$ cat src/rtl/axi_ni_resp_scheduler.sv
// axi_ni_resp_scheduler: picks the next AXI B/R response to send, alternating classes and round-robin within a class
module axi_ni_resp_scheduler #(
  parameter int MAX_SUPPORTED_IDS = 16,
  parameter int IDWD = 4
) (
  input  logic                         clk,
  input  logic                         rst,
  input  logic [MAX_SUPPORTED_IDS-1:0] br_rempty,
  input  logic [MAX_SUPPORTED_IDS-1:0] rr_rempty,
  input  logic [MAX_SUPPORTED_IDS-1:0] wrr_rempty,
  input  logic [MAX_SUPPORTED_IDS-1:0] rdr_rempty,
  input  logic                         last_beat,
  input  logic                         tx_gone,
  output logic [MAX_SUPPORTED_IDS-1:0] br_rinc,
  output logic [MAX_SUPPORTED_IDS-1:0] rr_rinc,
  output logic [MAX_SUPPORTED_IDS-1:0] wrr_rinc,
  output logic [MAX_SUPPORTED_IDS-1:0] rdr_rinc,
  output logic [IDWD-1:0]              curr_tid,
  output logic                         packet_type_is_read,
  output logic                         sample_header,
  output logic                         sample_payload,
  output logic                         send_message,
  output logic                         busy
);
  localparam int N = MAX_SUPPORTED_IDS;
  typedef enum logic [2:0] {IDLE, SAMPLE, SEND, POP, BURST_WAIT} state_t;
  state_t state, state_n;
  logic [N-1:0] wr_elig, rd_elig, pop_vec;
  logic [IDWD-1:0] wr_start, rd_start, wr_sel, rd_sel, tid_nxt;
  logic wr_any, rd_any, grant_read, last_read, lb_q, done;
  // First set bit of elig at or after start, wrapping modulo N.
  function automatic logic [IDWD-1:0] rr_pick(input logic [N-1:0] elig, input logic [IDWD-1:0] start);
    logic [IDWD-1:0] sel;
    logic found;
    logic [IDWD:0] idx;
    sel = '0;
    found = 1'b0;
    for (int k = 0; k < N; k++) begin
      idx = {1'b0, start} + (IDWD+1)'(k);
      if (idx >= (IDWD+1)'(N)) idx = idx - (IDWD+1)'(N);
      if (!found && elig[idx[IDWD-1:0]]) begin
        found = 1'b1;
        sel = idx[IDWD-1:0];
      end
    end
    return sel;
  endfunction
  assign wr_elig = ~br_rempty & ~wrr_rempty;
  assign rd_elig = ~rr_rempty & ~rdr_rempty;
  assign wr_any = |wr_elig;
  assign rd_any = |rd_elig;
  assign wr_sel = rr_pick(wr_elig, wr_start);
  assign rd_sel = rr_pick(rd_elig, rd_start);
  assign grant_read = rd_any && (!wr_any || !last_read);
  assign done = state == POP && (!packet_type_is_read || lb_q);
  assign tid_nxt = (curr_tid == IDWD'(N-1)) ? '0 : curr_tid + 1'b1;
  assign pop_vec = (state == POP) ? (N'(1) << curr_tid) : '0;
  assign br_rinc = packet_type_is_read ? '0 : pop_vec;
  assign wrr_rinc = packet_type_is_read ? '0 : pop_vec;
  assign rr_rinc = packet_type_is_read ? pop_vec : '0;
  assign rdr_rinc = (packet_type_is_read && lb_q) ? pop_vec : '0;
  assign sample_header = state == SAMPLE;
  assign sample_payload = state == SAMPLE;
  assign send_message = state == SEND;
  assign busy = state != IDLE;
  // State register.
  always_ff @(posedge clk or posedge rst) begin
    if (rst) state <= IDLE;
    else state <= state_n;
  end
  // Next-state: a read burst stays locked on its ID until RLAST has been popped.
  always_comb begin
    state_n = state;
    case (state)
      IDLE:       state_n = (wr_any || rd_any) ? SAMPLE : IDLE;
      SAMPLE:     state_n = SEND;
      SEND:       state_n = tx_gone ? POP : SEND;
      POP:        state_n = (!packet_type_is_read || lb_q) ? IDLE : BURST_WAIT;
      BURST_WAIT: state_n = !rr_rempty[curr_tid] ? SAMPLE : BURST_WAIT;
      default:    state_n = IDLE;
    endcase
  end
  // Grant capture, RLAST capture and arbitration history, advanced only on packet completion.
  always_ff @(posedge clk or posedge rst) begin
    if (rst) begin
      curr_tid <= '0;
      packet_type_is_read <= 1'b0;
      lb_q <= 1'b0;
      wr_start <= '0;
      rd_start <= '0;
      last_read <= 1'b1;
    end else begin
      if (state == IDLE && (wr_any || rd_any)) begin
        curr_tid <= grant_read ? rd_sel : wr_sel;
        packet_type_is_read <= grant_read;
      end
      if (state == SAMPLE) lb_q <= last_beat;
      if (done) begin
        last_read <= packet_type_is_read;
        if (packet_type_is_read) rd_start <= tid_nxt;
        else wr_start <= tid_nxt;
      end
    end
  end
endmodule

$ cat config.mk
export PLATFORM = sky130hd
export DESIGN_NAME = axi_ni_resp_scheduler
export DESIGN_NICKNAME = d
export VERILOG_FILES = /design/src/rtl/axi_ni_resp_scheduler.sv
export SDC_FILE = /design/constraint.sdc
export NUM_CORES = 1
export LEC_CHECK = 0
export CAP_MARGIN = 20
export CORE_MARGIN = 10
export CORE_UTILIZATION = 54
export CTS_CLUSTER_SIZE = 24
export DETAILED_ROUTE_END_ITERATION = 12
export GPL_ROUTABILITY_DRIVEN = 1
export PLACE_DENSITY = 0.95
export SLEW_MARGIN = 20
export SYNTH_ARGS = -nofsm -noshare
export SYNTH_HDL_FRONTEND = slang
export SYNTH_SLANG_ARGS = --single-unit
$ cat constraint.sdc
create_clock -name clk -period 5.6 [get_ports clk]
set_clock_uncertainty 0.05 [all_clocks]
set_input_delay 0.84 -clock clk [delete_from_list [all_inputs] [get_ports clk]]
set_output_delay 0.84 -clock clk [all_outputs]
set_load 0.01 [all_outputs]
==> results of run 1 <==
-- layout make-up --
class	count	area (µm²)	area share, %
multi-input combinational	711	5570	70.5
timing repair buffer	154	1510	19.1
sequential	18	452	5.72
tap	143	179	2.27
inverter	25	101	1.28
clock buffer	4	88.8	1.13
-- cells by family after synthesis --
group,Yosys count,synth area share (%)
AO/OA/AOI/OAI,195,19.5
XOR/XNOR,25,4.02
adder cells (fa/ha/maj),20,3.86
buffers and inverters,84,7.05
flip-flops,18,6.98
multiplexers,110,30.2
AND/OR/NAND/NOR,361,28.5
-- synth_stat cells, types with 7 or more instances --
cell type    n  area, µm²
a31oi_1      9       56.3
and2_1       7       43.8
nor4_1      10       62.6
ha_1        20        250
o22ai_1     14       87.6
xor2_1      10       87.6
o21ai_0     44        220
mux4_2      62       1400
mux2_2      15        169
nor2b_1      8       50.1
a211oi_1     8       60.1
nand3_1     16       80.1
nand2_1     74        278
a21oi_1     51        255
a21o_1       7       52.6
nand4_1      7       43.8
nor2_1     119        447
inv_1       18       67.6
or2_2       16        100
xnor2_1     11       96.3
mux2i_1     28        280
clkbuf_1    15       56.3
buf_4       20        150
dfrtp_1     17        425
nor3_1      46        230
and3_1       8       50.1
buf_2       14       70.1
nand2b_1    12       75.1
-- layer usage --
layer | wire, µm | vias to the layer above | GRT usage [%]
li1 | - | 3296 | -
met1 | 8670 | 3457 | 34.2
met2 | 10500 | 754 | 43.9
met3 | 3980 | 140 | 8.03
met4 | 999 | 0 | 11.0
met5 | 0 | - | 0
-- flip-flops by register name, summed over array words and instances (netlist names) --
name and count:
curr_tid 4, rd_start 4, wr_start 4, state 3, last_read 1, lb_q 1, packet_type_is_read 1
-- worst max-delay path by stage --
stage                                        from                      end  cells after the start
after floorplan           wr_start[1]$_DFFE_PP0P_  curr_tid[3]$_DFFE_PP0P_                     14
after global placement    rd_start[1]$_DFFE_PP0P_  curr_tid[1]$_DFFE_PP0P_                     12
after detailed placement  rd_start[1]$_DFFE_PP0P_  curr_tid[1]$_DFFE_PP0P_                     12
after CTS                 rd_start[1]$_DFFE_PP0P_  curr_tid[1]$_DFFE_PP0P_                     12
after global routing      rd_start[1]$_DFFE_PP0P_  curr_tid[1]$_DFFE_PP0P_                     12
final                     rd_start[1]$_DFFE_PP0P_  curr_tid[1]$_DFFE_PP0P_                     12
-- where the power goes --
part / switching [mW] / internal, mW
Clock: 0.0586 / 0.109
Combinational: 2.97 / 2.04
Sequential: 0.131 / 0.196
-- worst max-delay path: cells and delay by family (launching register included) --
family | cells | cell delay (ns)
AO/OA/AOI/OAI | 4 | 0.92
flip-flops | 1 | 0.35
multiplexers | 2 | 0.66
adder cells (fa/ha/maj) | 1 | 0.82
buffers and inverters | 2 | 0.90
AND/OR/NAND/NOR | 3 | 1.14
==> qor.csv, run 1 <==
metric,value,unit
Fmax,200,MHz
CTS sink cnt,18,
Mapped Nets,901,
ys flop type,dfrtp_1,
crit path cell chain,clkinv_1 > ha_1 > clkinv_1 > mux4_2 > mux2i_1 > or3_1 > nor4_4 > nand2_1 > o32a_1 > o2111a_1 > o32ai_1 > o211ai_1,
placed instance area,0.00780,mm²
cells after synthesis,813,
P&R area growth vs syn,21.9,%
# nets final,1001,
pin count of the biggest net entering global routing,37,
Pwr Total,5.51,mW
hold-critical path depth,2,
Leak Pwr,2.82,nW
fin area,0.00789,mm²
Worst-Skew Late Latency,0.26,ns
Finished Core Util,68.3,%
Die Ht,130,µm
die area,0.0168,mm²
sequential area share after synthesis,6.98,%
Placed Cells incl. Taps,1051,
Max Slew Vio Count,0,
slew margin rel.,47.4,%
share of post-route cells with drive strength above 1,14.5,%
routed length per instance,22.9,µm
routability cong.,1.01,
yosys warns,0,
# diodes,0,
Worst setup EP type,flop,
Yosys reg bits,18,
Finish-stage setup viols,0,
hold buffers post-CTS,0,
initial core utilization,56.0,%
Worst setup SP type,flop,
Via density,7.25,
Hold Crit Class,flop to flop,
Detailed Place HPWL,19100,µm
CTS resizes,0,
CTS root buffer,clkbuf_16,
crit path max fanout,13,
Crit Reg-Reg Startpoint,rd_start[1]$_DFFE_PP0P_,
CP arrival,5.06,ns
CTS max path bufs,2,
Boundary Pins,141,
DR vias,7647,
CTS tree,built,
Pre-antenna DRT Iters,7,
H-tree levels,1,
"Slowest-stage cell, CP",ha_1,
Worst Hold End,last_read$_DFFE_PP1P_,
grt total ovfl,0,
post-route clock period utilization,89.1,%
"EDFF count, synth",0,
Die Width,130,µm
Worst EP required,5.67,ns
setup TNS,0,ns
Post-Route WL,24200,µm
R2R Path End,curr_tid[1]$_DFFE_PP0P_,
DR DRC count,0,
Yosys cell types,92,
most frequent cells in the layout,"clkdlybuf4s50_1, nor2_1, nand2_1",
cell count of the worst reg-to-reg path,12,
core area,0.0116,mm²
DP Worst Slack,0.763,ns
most frequent CP cell,clkinv_1,
RSZ-0062 raised after global routing,false,
postcts setup bufs,0,
pwr dens,698,mW/mm²
post-route ant nets,0,
port bufs,140,
mapped cell area,0.00647,mm²
Worst Tran Pin Value,0.784,ns
first-pass GRT wire length,37800,µm
clock transition at the registers of the reported paths,0.06,ns
PnR worst setup slack,0.608,ns
post-layout min period,4.99,ns
number of global-route vias before repair,7257,
"most common cell after layout, fill and taps aside",clkdlybuf4s50_1,
crit path kind,flop to flop,
antenna violations before repair,0,
VDD IR max,0.000322,V
DR iter-0 viols,1072,
fillers,917,
Total GRT Usage,27.4,%
synthesized area per cell,7.96,µm²
CP max stage delay,0.82,ns
max-cap violation count,0,
run status,finished clean,
Fin. Hold Viols,0,
num rows,39,
CTS buffer count,3,
Worst Hold Launch,last_read$_DFFE_PP1P_,
Finished Layout Cells,1055,
hold_ws,0.526,ns
Post-synth ARST share,100,%
R2R Setup Slk,0.61,ns
Note: power is estimated with default switching activity, not from simulation.
==> inputs of run 2 (changes only) <==
Settings changed: CELL_PAD_IN_SITES_DETAIL_PLACEMENT set to 2, CELL_PAD_IN_SITES_GLOBAL_PLACEMENT set to 2, CORE_UTILIZATION 54 to 31.
==> qor.csv, run 2 (synthesized netlist as in run 1, its figures left out) <==
metric,value,unit
run status,finished clean,
Leak Pwr,2.82,nW
post-route clock period utilization,94.6,%
hold buffers post-CTS,0,
routability cong.,0.919,
Max Slew Vio Count,0,
grt total ovfl,0,
H-tree levels,1,
routed length per instance,27.2,µm
DR iter-0 viols,765,
Worst Hold End,last_read$_DFFE_PP1P_,
CTS root buffer,clkbuf_16,
CP arrival,5.36,ns
Finished Core Util,39.5,%
"most common cell after layout, fill and taps aside",clkdlybuf4s50_1,
Fmax,189,MHz
max-cap violation count,0,
clock transition at the registers of the reported paths,0.06,ns
# diodes,0,
CTS sink cnt,18,
Boundary Pins,141,
Pre-antenna DRT Iters,5,
core area,0.0204,mm²
number of global-route vias before repair,7981,
Hold Crit Class,flop to flop,
cell count of the worst reg-to-reg path,12,
Finish-stage setup viols,0,
Post-Route WL,32100,µm
antenna violations before repair,0,
Worst Hold Launch,last_read$_DFFE_PP1P_,
CTS tree,built,
CTS max path bufs,2,
crit path max fanout,12,
postcts setup bufs,0,
RSZ-0062 raised after global routing,false,
R2R Path End,curr_tid[1]$_DFFE_PP0P_,
Worst setup SP type,flop,
VDD IR max,0.000247,V
CTS buffer count,3,
pin count of the biggest net entering global routing,37,
Worst-Skew Late Latency,0.26,ns
Worst setup EP type,flop,
Largest regs,"curr_tid x4, rd_start x4, wr_start x4",
num rows,52,
# nets final,1001,
R2R Setup Slk,0.30,ns
hold-critical path depth,2,
slew margin rel.,45.6,%
CTS resizes,0,
CP max stage delay,0.72,ns
fin area,0.00805,mm²
pwr dens,729,mW/mm²
Pwr Total,5.87,mW
"Slowest-stage cell, CP",dfrtp_1,
initial core utilization,31.8,%
Worst Tran Pin Value,0.812,ns
placed instance area,0.00796,mm²
P&R area growth vs syn,24.4,%
crit path cell chain,inv_4 > ha_1 > clkinv_1 > mux4_2 > mux2i_1 > or3_1 > nor4_4 > nand2_1 > o32a_1 > o2111a_1 > o32ai_1 > o211ai_1,
Die Ht,165,µm
Total GRT Usage,22.7,%
post-layout min period,5.30,ns
Crit Reg-Reg Startpoint,rd_start[0]$_DFFE_PP0P_,
port bufs,140,
Die Width,165,µm
die area,0.0271,mm²
post-route ant nets,0,
crit path kind,flop to flop,
hold_ws,0.511,ns
DR DRC count,0,
setup TNS,0,ns
DR vias,7707,
Via density,6.52,
first-pass GRT wire length,48700,µm
Fin. Hold Viols,0,
most frequent cells in the layout,"clkdlybuf4s50_1, nor2_1, nand2_1",
share of post-route cells with drive strength above 1,14.5,%
Worst EP required,5.66,ns
Detailed Place HPWL,25900,µm
## run 2: cell counts in the layout (fill, tap and decap cells not counted)
Identical to the previous run, type by type.
## run 2: routing by layer
layer	wire, µm	track usage, %
met1	13600	30.0
met2	14700	37.3
met3	2850	4.08
met4	955	6.24
met5	0	0
## run 2: cell type report
type	instances	area, µm²
fillers	2325	12300
multi-input cells	711	5570
repair buffers	154	1510
flip-flops and latches	18	452
well taps	270	338
inverters	25	101
clock buffers	4	88.8
## run 2: report_power, final
group,total (mW),switching (mW),internal (mW)
clock,0.167,0.0582,0.109
combinational,5.36,3.31,2.05
sequential,0.350,0.155,0.195
total,5.87,3.52,2.35
## run 2: how the worst max path moves through the flow
stage                            start                 endpoint  slack, ns  cells after the start
2_1_floorplan  wr_start[1]$_DFFE_PP0P_  curr_tid[3]$_DFFE_PP0P_       1.10                     14
3_5_place_dp             rr_rempty[11]  curr_tid[1]$_DFFE_PP0P_       0.52                     12
5_1_grt        wr_start[1]$_DFFE_PP0P_  curr_tid[3]$_DFFE_PP0P_       0.17                     12
3_3_place_gp             rr_rempty[11]  curr_tid[1]$_DFFE_PP0P_       0.66                     12
6_report       rd_start[0]$_DFFE_PP0P_  curr_tid[1]$_DFFE_PP0P_       0.30                     12
4_1_cts        rd_start[0]$_DFFE_PP0P_  curr_tid[1]$_DFFE_PP0P_       0.46                     12
## run 2: critical path: cells and delay by family, from the launching register on
family	cells	cell delay, ns
multiplexers	2	0.67
adder cells (fa/ha/maj)	1	0.66
AND/OR/NAND/NOR	3	1.23
AO/OA/AOI/OAI	4	1.12
flip-flops	1	0.72
buffers and inverters	2	0.69
## run 2: stage by stage
stage	setup WS, ns	instances
2_1_floorplan	1.10	813
3_3_place_gp	0.665	1178
3_5_place_dp	0.517	1178
4_1_cts	0.460	1182
5_1_grt	0.172	1182
6_report	0.303	1182
